File: config.mk
export PLATFORM = sky130hd
export DESIGN_NAME = lsu_ctrl
export DESIGN_NICKNAME = d
export VERILOG_FILES = /design/src/rtl/lsu_pkg.sv /design/src/rtl/lsu_lane_align.sv /design/src/rtl/lsu_ctrl.sv
export SDC_FILE = /design/constraint.sdc
export NUM_CORES = 1
export LEC_CHECK = 0
export CAP_MARGIN = 20
export CELL_PAD_IN_SITES_DETAIL_PLACEMENT = 1
export CELL_PAD_IN_SITES_GLOBAL_PLACEMENT = 1
export CORE_ASPECT_RATIO = 2
export CORE_MARGIN = 2
export CORE_UTILIZATION = 39
export DETAILED_ROUTE_END_ITERATION = 10
export PLACE_DENSITY = 0.84
export REMOVE_ABC_BUFFERS = 1
export SETUP_SLACK_MARGIN = 0.2
export SYNTH_ARGS = -nofsm -noshare
export SYNTH_HDL_FRONTEND = slang
export SYNTH_SLANG_ARGS = --single-unit
File: constraint.sdc
create_clock -name clk -period 3.5 [get_ports clk]
set_input_delay 0.35 -clock clk [delete_from_list [all_inputs] [get_ports clk]]
set_output_delay 0.35 -clock clk [all_outputs]
set_load 0.03 [all_outputs]
File: src/rtl/lsu_pkg.sv
// rtl/lsu_pkg.sv - shared encodings for the load/store sequencing controller
package lsu_pkg;

    localparam logic [2:0] F3_B  = 3'b000;
    localparam logic [2:0] F3_H  = 3'b001;
    localparam logic [2:0] F3_W  = 3'b010;
    localparam logic [2:0] F3_BU = 3'b100;
    localparam logic [2:0] F3_HU = 3'b101;

    localparam int LSU_MEM_SIZE = 128;

    typedef enum logic [1:0] {
        IDLE = 2'd0,
        RD   = 2'd1,
        WR   = 2'd2,
        RESP = 2'd3
    } lsu_state_e;

    // Stores have no unsigned variants, so only B/H/W are legal for them.
    function automatic logic f3_legal(input logic write, input logic [2:0] f3);
        logic w_ok;
        w_ok = (f3 == F3_B) || (f3 == F3_H) || (f3 == F3_W);
        if (!write)
            w_ok = w_ok || (f3 == F3_BU) || (f3 == F3_HU);
        return w_ok;
    endfunction

endpackage

File: src/rtl/lsu_lane_align.sv
// rtl/lsu_lane_align.sv - byte/halfword lane extraction for loads and lane merge for stores
module lsu_lane_align
    import lsu_pkg::*;
(
    input  logic [31:0] i_word,
    input  logic [1:0]  i_lane,
    input  logic [2:0]  i_funct3,
    input  logic [31:0] i_wdata,
    output logic [31:0] o_load_data,
    output logic [31:0] o_store_word
);

    logic [7:0]  w_byte;
    logic [15:0] w_half;

    always_comb begin
        w_byte = i_word[7:0];
        case (i_lane)
            2'd0:    w_byte = i_word[7:0];
            2'd1:    w_byte = i_word[15:8];
            2'd2:    w_byte = i_word[23:16];
            default: w_byte = i_word[31:24];
        endcase
        w_half = i_lane[1] ? i_word[31:16] : i_word[15:0];
    end

    always_comb begin
        o_load_data = i_word;
        case (i_funct3)
            F3_B:    o_load_data = {{24{w_byte[7]}}, w_byte};
            F3_BU:   o_load_data = {24'd0, w_byte};
            F3_H:    o_load_data = {{16{w_half[15]}}, w_half};
            F3_HU:   o_load_data = {16'd0, w_half};
            default: o_load_data = i_word;
        endcase
    end

    // Sub-word stores keep the untouched lanes of the word read back in RD.
    always_comb begin
        o_store_word = i_word;
        case (i_funct3)
            F3_B: begin
                case (i_lane)
                    2'd0:    o_store_word[7:0]   = i_wdata[7:0];
                    2'd1:    o_store_word[15:8]  = i_wdata[7:0];
                    2'd2:    o_store_word[23:16] = i_wdata[7:0];
                    default: o_store_word[31:24] = i_wdata[7:0];
                endcase
            end
            F3_H: begin
                if (i_lane[1])
                    o_store_word[31:16] = i_wdata[15:0];
                else
                    o_store_word[15:0]  = i_wdata[15:0];
            end
            default: o_store_word = i_wdata;
        endcase
    end

endmodule

File: src/rtl/lsu_ctrl.sv
// rtl/lsu_ctrl.sv - load/store sequencer turning byte/half/word requests into aligned RAM cycles
module lsu_ctrl
    import lsu_pkg::*;
#(
    parameter int MEM_SIZE = LSU_MEM_SIZE
) (
    input  logic        clk,
    input  logic        rst_n,
    input  logic        req_valid,
    output logic        req_ready,
    input  logic        req_write,
    input  logic [2:0]  req_funct3,
    input  logic [31:0] req_addr,
    input  logic [31:0] req_wdata,
    output logic        resp_valid,
    output logic [31:0] resp_rdata,
    output logic        resp_err,
    output logic [31:0] mem_addr,
    output logic        mem_read,
    output logic        mem_write,
    output logic [31:0] mem_wdata,
    input  logic [31:0] mem_rdata
);

    localparam logic [31:0] LAST_WADDR = 32'(MEM_SIZE - 4);

    lsu_state_e  r_state;
    lsu_state_e  w_state_next;
    logic        r_write;
    logic [2:0]  r_funct3;
    logic [31:0] r_addr;
    logic [31:0] r_wdata;
    logic [31:0] r_buf;
    logic        r_resp_valid;
    logic        r_resp_err;
    logic [31:0] r_resp_rdata;

    logic        w_accept;
    logic        w_misalign;
    logic        w_req_err;
    logic [31:0] w_req_waddr;
    logic [31:0] w_word;
    logic [31:0] w_load_data;
    logic [31:0] w_store_word;

    assign req_ready   = (r_state == IDLE);
    assign w_accept    = req_valid && req_ready;
    assign w_req_waddr = {req_addr[31:2], 2'b00};

    always_comb begin
        w_misalign = 1'b0;
        case (req_funct3)
            F3_H, F3_HU: w_misalign = req_addr[0];
            F3_W:        w_misalign = |req_addr[1:0];
            default:     w_misalign = 1'b0;
        endcase
    end

    assign w_req_err = !f3_legal(req_write, req_funct3) || w_misalign
                       || (w_req_waddr > LAST_WADDR);

    // During RD the live RAM word is used so the load result can be registered
    // at the same edge that fills the buffer.
    assign w_word = (r_state == RD) ? mem_rdata : r_buf;

    lsu_lane_align u_lane_align (
        .i_word       (w_word),
        .i_lane       (r_addr[1:0]),
        .i_funct3     (r_funct3),
        .i_wdata      (r_wdata),
        .o_load_data  (w_load_data),
        .o_store_word (w_store_word)
    );

    always_comb begin
        w_state_next = r_state;
        case (r_state)
            IDLE: begin
                if (w_accept) begin
                    if (w_req_err)
                        w_state_next = RESP;
                    else if (req_write && (req_funct3 == F3_W))
                        w_state_next = WR;
                    else
                        w_state_next = RD;
                end
            end
            RD:      w_state_next = r_write ? WR : RESP;
            WR:      w_state_next = RESP;
            default: w_state_next = IDLE;
        endcase
    end

    always_ff @(posedge clk or negedge rst_n) begin
        if (!rst_n) begin
            r_state      <= IDLE;
            r_write      <= 1'b0;
            r_funct3     <= 3'd0;
            r_addr       <= 32'd0;
            r_wdata      <= 32'd0;
            r_buf        <= 32'd0;
            r_resp_valid <= 1'b0;
            r_resp_err   <= 1'b0;
            r_resp_rdata <= 32'd0;
        end else begin
            r_state <= w_state_next;
            if (w_accept) begin
                r_write  <= req_write;
                r_funct3 <= req_funct3;
                r_addr   <= req_addr;
                r_wdata  <= req_wdata;
            end
            if (r_state == RD)
                r_buf <= mem_rdata;
            r_resp_valid <= (w_state_next == RESP);
            r_resp_err   <= w_accept && w_req_err;
            r_resp_rdata <= ((r_state == RD) && !r_write) ? w_load_data : 32'd0;
        end
    end

    assign mem_read   = (r_state == RD);
    assign mem_write  = (r_state == WR);
    assign mem_addr   = (mem_read || mem_write) ? {r_addr[31:2], 2'b00} : 32'd0;
    assign mem_wdata  = mem_write ? w_store_word : 32'd0;

    assign resp_valid = r_resp_valid;
    assign resp_err   = r_resp_err;
    assign resp_rdata = r_resp_rdata;

endmodule

==> results.md <==
Worst setup path:
- The type of the setup path with the least slack is reg2out.
- The signal on the critical path passes through buf_4, inv_1, nor3_1, nor3_1, o21a_1, clkdlybuf4s50_1.
- The total buffers and inverters traversed by the critical path is 3.
- The slowest library cell on the worst path is sky130_fd_sc_hd__clkdlybuf4s50_1.
- At the worst endpoint, the required time is 3.15 ns.
- The worst setup path is captured at a primary output.
- Counting stages on the worst path, the most repeated cell is sky130_fd_sc_hd__nor3_1.
- The cell family contributing the most delay on the critical path is buffers and inverters.
- The worst setup path is launched from a register.
- The arrival time at the worst endpoint is approximately 2.9 ns.
- Of all nets on the critical path, the largest fanout is 23.
- The biggest cell delay along the critical path is between 0.6 and 0.7 ns.

Route:
- The routed length per placed instance is 23.1 um.
- The routed layout has just under 6000 vias.
- Wires add up to roughly 24000 um.
- In the routed layout, each cell is associated on average with a via count of ~5.7.
- The detail route stage leaves a number of antenna-violating nets equal to 0.
- Before antenna repair, the detailed router went through 5 iterations.
- The remaining design rule violation count is 0.
- The initial DRC count is ~290.

Timing:
- Setup repair after global routing could not meet its margin everywhere.
- The final worst-path setup slack is ~0.24 ns.
- The worst slew margin relative to its limit is 0.483.
- The worst hold slack is ~0.49 ns.
- Of the available clock period, the critical path in the final layout requires 0.932.
- Derived from the worst setup path, the maximum achievable clock frequency is 307 MHz.
- For the pin with the worst max-slew slack, the measured transition is between 0.7 and 0.8 ns.
- The setup violation total in the final timing report is 0.
- For the final database, setup skew stands at between 0.007 and 0.008 ns.
- The minimum period implied by the final worst setup slack is between 3 and 4 ns.
- The final count of pins violating max slew is 0.
- The number of hold violations in the final report is 0.

Floorplanning:
- The standard-cell row count is 67.
- The y dimension of the die is approximately 190 um.
- Pin placement for this block handled 204 I/O pins.
- The effective utilization at floorplan is 0.398.
- The die covers roughly 0.018 mm2.
- The area of the core is 0.0168 mm2.
- Measured along the x axis, the die boundary spans 96.5 um.

Synth:
- The cell type contributing the most total cell area after synthesis is sky130_fd_sc_hd__dfrtp_1.
- The dominant cell by count in the synthesized netlist is sky130_fd_sc_hd__dfrtp_1.
- Counting instances in the post-synthesis netlist gives the leading cell types as 136 x sky130_fd_sc_hd__dfrtp_1, 76 x sky130_fd_sc_hd__mux2_2, 34 x sky130_fd_sc_hd__nand2_1.
- The synthesized design contains 0 enable-type register cells.
- Yosys mapped the design onto 52 distinct sky130hd cell types.
- The synthesized area per cell is ~11 um2.
- The mapped netlist covers about 0.0067 mm2.
- The total of flip-flops plus latches after synthesis is between 100 and 150.
- The Yosys step of the flow raised 0 warnings.
- Counting flops with an async set or reset pin after synthesis yields a share of 1.00.
- By area the synthesized netlist is led by sky130_fd_sc_hd__dfrtp_1 51%, sky130_fd_sc_hd__mux2_2 13%, sky130_fd_sc_hd__mux2i_1 4.4%, sky130_fd_sc_hd__and2_1 3.0%, sky130_fd_sc_hd__a21oi_1 2.3%.
- The number of instances in the synthesized netlist is around 600.
- The area share of the largest cell type after synthesis is 0.511.
- Among all flip-flop cells after synthesis, the most frequent one is sky130_fd_sc_hd__dfrtp_1.
- The post-synthesis sequential area ratio is 0.511.

Layout:
- The net count of the finished layout is approximately 910.
- The utilization after layout is 0.575.
- Summing all non-filler instances in the final layout gives an area of 0.00964 mm2.
- The number of filler instances in the final layout is between 1500 and 2000.
- The fraction of layout instances using a drive strength above 1 is 0.198.
- The non-filler instance count after layout is just over 1000.
- Relative to the synthesized area, the layout overhead comes to 44.5%.
- The final antenna diode count is 0.

GRT:
- The first-pass GRT wire length is 36500 um.
- The number of antenna violations at the first check in global routing is 0.
- The via count of the first global-routing pass came to about 6500.
- The largest net degree at the start of global routing is 80.
- Global routing finished with a remaining overflow of 0.
- In the global route stage, overall resource usage came out at 0.268.

Placement:
- The number of cells after detailed placement is slightly below 1000.
- Detailed placement ended at an HPWL of between 15000 and 20000 um.
- The pre-CTS setup slack is 0.430 ns.
- The post-placement cell area is ~0.009 mm2.
- The routability congestion estimate is 0.917.
- The number of buffers inserted by port buffering is between 200 and 250.

Clocking:
- After clock tree synthesis, the clock-pin slew on the worst setup and hold paths is about 0.060 ns.
- The tree is rooted in a sky130_fd_sc_hd__clkbuf_16.
- The clock reaches the later pin of the worst-skew pair after 0.43 ns.
- In this run the deepest clock path goes through 2 buffers.
- The total clock sinks is 136.
- The count of H-tree levels built during CTS is 4.
- The number of buffers added by the clock tree synthesis step is 17.
- The TritonCTS clock tree is built.

Power:
- VDD sags by at most slightly above 0.8 mV.
- For this design the ratio of total power to cell area is 1160 mW/mm2.
- The static leakage is approximately 0.0042 uW.

Hold path:
- The path category of the worst min-delay check is reg2reg.

Run:
- The number of max-cap violations is 0.

Outcome:
- The flow ran to the end, and the final reports show no timing, DRC or antenna violations.
area by class of cell:
| class | count | area [um2] | share of cell area |
|---|---|---|---|
| clock buffers | 22 | 484 | 0.0503 |
| flip-flops and latches | 136 | 3400 | 0.353 |
| repair buffers | 226 | 2240 | 0.233 |
| multi-input cells | 394 | 2990 | 0.311 |
| well taps | 207 | 259 | 0.0269 |
| clock inverters | 10 | 140 | 0.0145 |
| inverters | 30 | 113 | 0.0117 |
flip-flops by register name, indices dropped and copies added (netlist names):
register and flops:
r_wdata 32, r_addr 32, r_state 2, r_funct3 3
resp_err 1, resp_valid 1, resp_rdata 32, r_buf 32
r_write 1
kinds of logic (layout without fill, tap and decap cells):
kind of cell / Yosys count / count (layout) / synth area share
buffers and inverters: 75 / 288 / 0.0473
DFF: 136 / 136 / 0.511
muxes: 107 / 107 / 0.179
AOI/OAI and AO/OA: 143 / 143 / 0.149
adders and majority gates: 4 / 4 / 0.00751
other: 1 / 2 / 0.000563
and+or+nand+nor: 138 / 138 / 0.106
through the flow:
step | setup TNS, ns | power (uW)
2_1_floorplan | -0.426 | 6440
3_5_place_dp | 0 | 9120
5_1_grt | 0 | 11700
6_report | 0 | 11100
3_3_place_gp | 0 | 8910
4_1_cts | 0 | 11100
worst paths after layout:
check,startpoint,endpoint,slack [ns],cells after the start
worst max-delay path,r_addr[1]$_DFFE_PN0P_,mem_wdata[23],0.24,6
worst min-delay path,r_write$_DFFE_PN0P_,r_write$_DFFE_PN0P_,0.49,2
worst max register to register,r_state[1]$_DFF_PN0_,resp_rdata[24]$_DFF_PN0_,0.52,7
worst min register to register,r_write$_DFFE_PN0P_,r_write$_DFFE_PN0P_,0.49,2
max in group asynchronous,rst_n,resp_rdata[9]$_DFF_PN0_,2.05,3
min in group asynchronous,rst_n,r_wdata[22]$_DFFE_PN0P_,0.55,2
per-layer routing:
metal | share of wire | track usage | routed length (um) | up-vias
li1 | - | - | - | 2558
met1 | 0.34 | 0.291 | 8020 | 2926
met2 | 0.55 | 0.470 | 12900 | 272
met3 | 0.065 | 0.0525 | 1530 | 79
met4 | 0.050 | 0.153 | 1180 | 0
met5 | 0 | 0 | 0 | -
report_power, final:
part / internal (uW) / switching (uW)
Clock: 1200 / 698
Sequential: 2330 / 500
Combinational: 2620 / 3800
tightest hold or removal path: cells and delay by family (launching register included):
family           cells  cell delay (ns)
and+or+nand+nor      2             0.12
DFF                  1             0.35
timing repair:
action | CTS | global route
buffers inserted | 0 | 0
hold endpoints to repair | 2 | 0
resized for setup | 8 | 14
setup endpoints to repair | 17 | 17
hold buffers | 1 | 0
cell usage in the layout (no fill, tap or decap), types with 3 or more instances in the layout:
| cell | netlist | routed |
|---|---|---|
| sky130_fd_sc_hd__buf_4 | 2 | 28 |
| sky130_fd_sc_hd__a21oi_1 | 30 | 30 |
| sky130_fd_sc_hd__nand3_1 | 11 | 11 |
| sky130_fd_sc_hd__dlygate4sd2_1 | 0 | 6 |
| sky130_fd_sc_hd__o21a_1 | 11 | 11 |
| sky130_fd_sc_hd__o311ai_0 | 7 | 6 |
| sky130_fd_sc_hd__nor3_1 | 6 | 6 |
| sky130_fd_sc_hd__mux2i_2 | 0 | 6 |
| sky130_fd_sc_hd__o21ai_0 | 28 | 28 |
| sky130_fd_sc_hd__a22oi_1 | 14 | 14 |
| sky130_fd_sc_hd__dlymetal6s2s_1 | 0 | 7 |
| sky130_fd_sc_hd__nand2b_1 | 3 | 3 |
| sky130_fd_sc_hd__buf_12 | 0 | 4 |
| sky130_fd_sc_hd__clkbuf_8 | 0 | 4 |
| sky130_fd_sc_hd__ha_1 | 4 | 3 |
| sky130_fd_sc_hd__dfrtp_1 | 136 | 136 |
| sky130_fd_sc_hd__a221oi_1 | 12 | 12 |
| sky130_fd_sc_hd__o221a_2 | 6 | 6 |
| sky130_fd_sc_hd__clkinvlp_4 | 0 | 3 |
| sky130_fd_sc_hd__a21boi_0 | 9 | 9 |
| sky130_fd_sc_hd__a211oi_1 | 8 | 8 |
| sky130_fd_sc_hd__bufinv_16 | 0 | 3 |
| sky130_fd_sc_hd__nand2_1 | 34 | 33 |
| sky130_fd_sc_hd__nor3b_1 | 8 | 8 |
| sky130_fd_sc_hd__and2_1 | 32 | 32 |
| sky130_fd_sc_hd__nor4_1 | 6 | 6 |
| sky130_fd_sc_hd__clkdlybuf4s50_1 | 0 | 179 |
| sky130_fd_sc_hd__mux2_2 | 76 | 76 |
| sky130_fd_sc_hd__inv_1 | 30 | 30 |
| sky130_fd_sc_hd__clkbuf_16 | 0 | 17 |
| sky130_fd_sc_hd__nor2_1 | 27 | 27 |
| sky130_fd_sc_hd__mux2i_1 | 29 | 23 |
Note: power is estimated with default switching activity, not from simulation.
==> RTL change 1, RTL diff (config.mk and constraints unchanged) <==
The 4 states of `lsu_state_e` get a Gray code encoding in 2 bits.
--- a/src/rtl/lsu_pkg.sv
+++ b/src/rtl/lsu_pkg.sv
@@ -11,8 +11,8 @@
 
     typedef enum logic [1:0] {
-        IDLE = 2'd0,
-        RD   = 2'd1,
-        WR   = 2'd2,
-        RESP = 2'd3
+        IDLE = 2'b00,
+        RD   = 2'b01,
+        WR   = 2'b11,
+        RESP = 2'b10
     } lsu_state_e;
 
Behaviour: same outputs for any inputs over 10 cycles, from zero or initial values and one cycle with rst_n low; not proved beyond that.
==> RTL change 1 against the unedited design <==
Design area shrank 2.8%; sequential cell count unchanged; maximum frequency is 3.4% higher; wire length shrank 3.7%; area after synthesis fell by 2.5%; worst setup slack gained 0.11 ns; critical endpoint is now mem_wdata[11]; highest routed layer unchanged.
Power is not compared: it rests on default switching activity, and its combinational part moved more than twofold at a synthesized area within 25%.
==> RTL change 1: results (changes against the unedited design) <==
| Metric | Value |
|---|---|
| Status | finished clean |
| 1st-iter DRT viols | 299 (+4.5%) |
| Power Clock | 0.00176 W |
| Seq. pwr | 0.00184 W |
| CLK BUF | 19 (-14%) |
| Clk Latency, worst-skew pair | 0.43 ns (about the same) |
| Clock network area share | 6.09% (-0.39 points) |
| Top cells by area, synth | dfrtp_1 52%, mux2_2 13%, mux2i_1 4.6% |
| Vias in the first global route | 6417 (-1.6%) |
| Layout non-clock buf frac | 23.8% (+0.52 points) |
| Cell family with most CP delay | simple AND/OR/NAND/NOR gates |
| Register area share after synthesis | 52.4% (+1.3 points) |
| # port buffers | 201 (unchanged) |
| Largest net degree at the start of global routing | 109 (+36%) |
| First-pass iteration count of the detailed router | 4 (-1) |
| Via/cell ratio | 5.58 (-2.0%) |
| Critical path startpoint | r_funct3[2] |
| Area share of fa/ha/maj cells after synthesis | 0% (-0.75 points) |
| Reg clk slew, reported paths | 0.06 ns (about the same) |
| Multi-input combinational area share | 29.9% (-1.1 points) |
| Layout cell share with drive strength beyond 1 | 19.8% (about the same) |
| VDD IR max | 0.371 mV |
| Predominant post-synthesis flop cell | dfrtp_1 |
| Synth Area in XOR/XNOR | 0% (unchanged) |
| CTS buffer count | 17 (unchanged) |
| Bufs w/o clock | 221 (-2.2%) |
| GP Congestion | 0.885 (-3.4%) |
| Initial antenna violation count | 1 (+1) |
| First-pass GRT wire length | 35500 um (-2.7%) |
| ANT cells | 1 (+1) |
| DP HPWL | 16900 um (-3.1%) |
| CP arrival | 2.80 ns (-0.11 ns) |
| Root Driver | clkbuf_16 |
| Inverter count | 27 (-10%) |
| Min-delay worst type | primary input to async pin |
| CP max FO | 20 (-13%) |
| Seq area share | 36.3% (+1.0 points) |
| Relative slew slack | 34.6% (-14 points) |
| WL final | 22800 um (-3.7%) |
| Slowest CP cell | nor2_1 |
| Synth Area in Compound Gates | 12.1% (-2.8 points) |
| Slowest stage delay, CP | 0.56 ns (-0.12 ns) |
| Fillers | 1730 (-2.5%) |
| Commonest cells in the netlist | 136 x dfrtp_1, 74 x mux2_2, 57 x a21oi_1, 38 x nor2_1 |
| R2R Path Start | r_state[0] |
| WP buf/inv | 1 (-2) |
| Max-Cap Viols | 0 (unchanged) |
| Multiplexer share of the synthesized area | 18.1% (+0.27 points) |
| Clock Path Buffers | 2 (unchanged) |
| Power Density | 469 nW/um2 |
| GR Util All Layers | 26.8% (+0.035 points) |
| Count of multi-input gates | 393 (-0.25%) |
| Leakage power | 4.00 nW |
| Clk_skew | 0.00544 ns (-0.00178 ns) |
| Async set or reset register ratio after synthesis | 100% (unchanged) |
| Final nets | 899 (-1.4%) |
| FFs & Latches | 136 (unchanged) |
| Post-synth cell types | 45 (-13%) |
RTL change 1: changes by cell type in the layout (fill, tap and decap cells not counted), moves of 7 or more:
| cell | delta |
|---|---|
| o21a_1 | -11 |
| nor2_1 | +10 |
| nor3_1 | +18 |
| a2bb2oi_1 | +7 |
| nor3b_1 | -7 |
| a22oi_1 | -14 |
| nand3_1 | -10 |
| o21ai_0 | -14 |
| a21boi_0 | -9 |
| a221oi_1 | -11 |
| a21oi_1 | +27 |
RTL change 1: cell families after synthesis:
group / Yosys count
buf+inv: 72
flops: 136
other cells: 1
mux: 106
compound gates: 125
simple gates: 160
RTL change 1: timing repair:
item / 4_1_cts / 5_1_grt
setup endpoints to repair: 8 / 9
buffers inserted: 0 / 0
gates resized for setup: 2 / 5
RTL change 1: final timing paths:
path	end	depth (start not counted)	slack, ns
worst max-delay path	mem_wdata[11]	6	0.35
worst min-delay path	r_buf[0]	1	0.06
worst max register to register	resp_rdata[25]	6	1.04
worst min register to register	r_addr[3]	1	0.50
max in group asynchronous	r_wdata[29]	2	2.61
min in group clk	r_addr[3]	1	0.50
RTL change 1: stage by stage:
stage                     cell area [um2]  cells  hold WS [ns]  worst slack (ns)   TNS, ns
after floorplan                      6290    556        0.0544          -0.00738  -0.00738
final                                9370   1013        0.0593             0.346         0
after global placement               8760    980         0.483             0.724         0
after CTS                            9340   1011        0.0928             0.213         0
after detailed placement             8760    980         0.488             0.608         0
after global routing                 9370   1013         0.139             0.216         0
RTL change 1: routing by layer:
layer	part of all wire [%]	global-route usage, %	wire length (um)
met4	6.9	17.8	1570
met2	56	48.2	12700
met3	5.0	5.81	1130
met5	0	0	0
met1	33	26.4	7440
==> RTL change 2, RTL diff (same settings) <==
Made on the original files. Register the output `resp_err` once more, cleared by the reset; this adds one clock of latency there. The other outputs are not delayed to match.
--- a/src/rtl/lsu_ctrl.sv
+++ b/src/rtl/lsu_ctrl.sv
@@ -125,5 +125,11 @@
 
     assign resp_valid = r_resp_valid;
-    assign resp_err   = r_resp_err;
+    always_ff @(posedge clk or negedge rst_n) begin
+        if (!rst_n) begin
+            resp_err <= '0;
+        end else begin
+            resp_err <= r_resp_err;
+        end
+    end
     assign resp_rdata = r_resp_rdata;
 
Formal check against the unedited RTL: not equivalent (Yosys sat finds a counterexample within 4 cycles, from zero or initial values and one cycle with rst_n low).
==> RTL change 2 against the unedited design <==
Sequential share of layout area is 0.16 points lower; sequential cell count increased by 1; area after synthesis rose by 1.8%; total power is 0.99% higher; worst setup slack gained 0.12 ns; synthesized cell count grew 0.66%; count of clock-buffer cells in the layout rose by 1; design area up 1.2%; wire length grew 0.54%; critical endpoint is now mem_wdata[27]; highest routed layer unchanged.
==> RTL change 2: results (changes against the unedited design) <==
| Metric | Value |
|---|---|
| Layout cell share with drive strength beyond 1 | 22.8% (+3.0 points) |
| R2R depth | 9 (+2) |
| Bufs w/o clock | 230 (+1.8%) |
| Clk_skew | 0.0100 ns (+0.00277 ns) |
| Inverter count | 29 (-3.3%) |
| Fillers | 1842 (+3.8%) |
| Comb power frac | 57.8% (+0.2 points) |
| First-pass iteration count of the detailed router | 4 (-1) |
| Total number of vias | 5825 (-0.17%) |
| GR Layer Usage met2 | 49.0% (+2.1 points) |
| GR Util All Layers | 25.9% (-0.93 points) |
| Relative slew slack | 21.1% (-27 points) |
| Status | finished clean |
| Total clock sinks | 137 (+0.74%) |
| Reg2Reg Setup Slack | 0.54 ns (+0.02 ns) |
| Count of multi-input gates | 397 (+0.76%) |
| Worst setup path endpoint | mem_wdata[27] |
| Register area share after synthesis | 50.5% (-0.53 points) |
| Top cells by area, synth | dfrtp_1 51%, mux2_2 12%, mux2i_1 4.3% |
| Commonest cells in the netlist | 137 x dfrtp_1, 75 x mux2_2, 47 x nand2_1, 32 x and2_1 |
| Largest net degree at the start of global routing | 111 (+39%) |
| Met3 routed wirelength | 1050 um (-32%) |
| WL met2 | 13600 um (+4.7%) |
| Seq. pwr | 0.00288 W (+2%) |
| Power Density | 1150 nW/um2 (-0.21%) |
| Drt wl/cell | 23.0 um (-0.43%) |
| Via/cell ratio | 5.63 (-1.1%) |
| Post-synth cell types | 48 (-7.7%) |
| DP HPWL | 17200 um (-1.1%) |
| GP Congestion | 0.875 (-4.5%) |
| Mapped Cells | 608 (+0.66%) |
| Leakage power | 4.25 nW (+0.19%) |
| Met3 GRT Util | 4.73% (-0.52 points) |
RTL change 2: per-stage QoR:
step | setup slack (ns) | area (um2) | hold WS [ns] | setup TNS (ns)
2_1_floorplan | -0.372 | 6590 | 0.0544 | -5.67
3_3_place_gp | 0.625 | 9050 | 0.340 | 0
3_5_place_dp | 0.518 | 9050 | 0.351 | 0
4_1_cts | 0.264 | 9660 | 0.115 | 0
5_1_grt | 0.187 | 9750 | 0.340 | 0
6_report | 0.357 | 9750 | 0.324 | 0
RTL change 2: cell families after synthesis:
| group | share of synthesized area, % |
|---|---|
| AND/OR/NAND/NOR | 12.2 |
| flip-flops | 50.5 |
| AO/OA/AOI/OAI | 14.5 |
| multiplexers | 17.5 |
| buffers and inverters | 4.54 |
| adder cells (fa/ha/maj) | 0.738 |
| other | 0.0553 |
RTL change 2: repair_timing:
action                                  in CTS  in global routing
endpoints found under the setup margin       5                  6
endpoints found under the hold margin        0                 12
setup buffers                                0                  7
resized for setup                            1                  0
hold buffers                                 0                  1
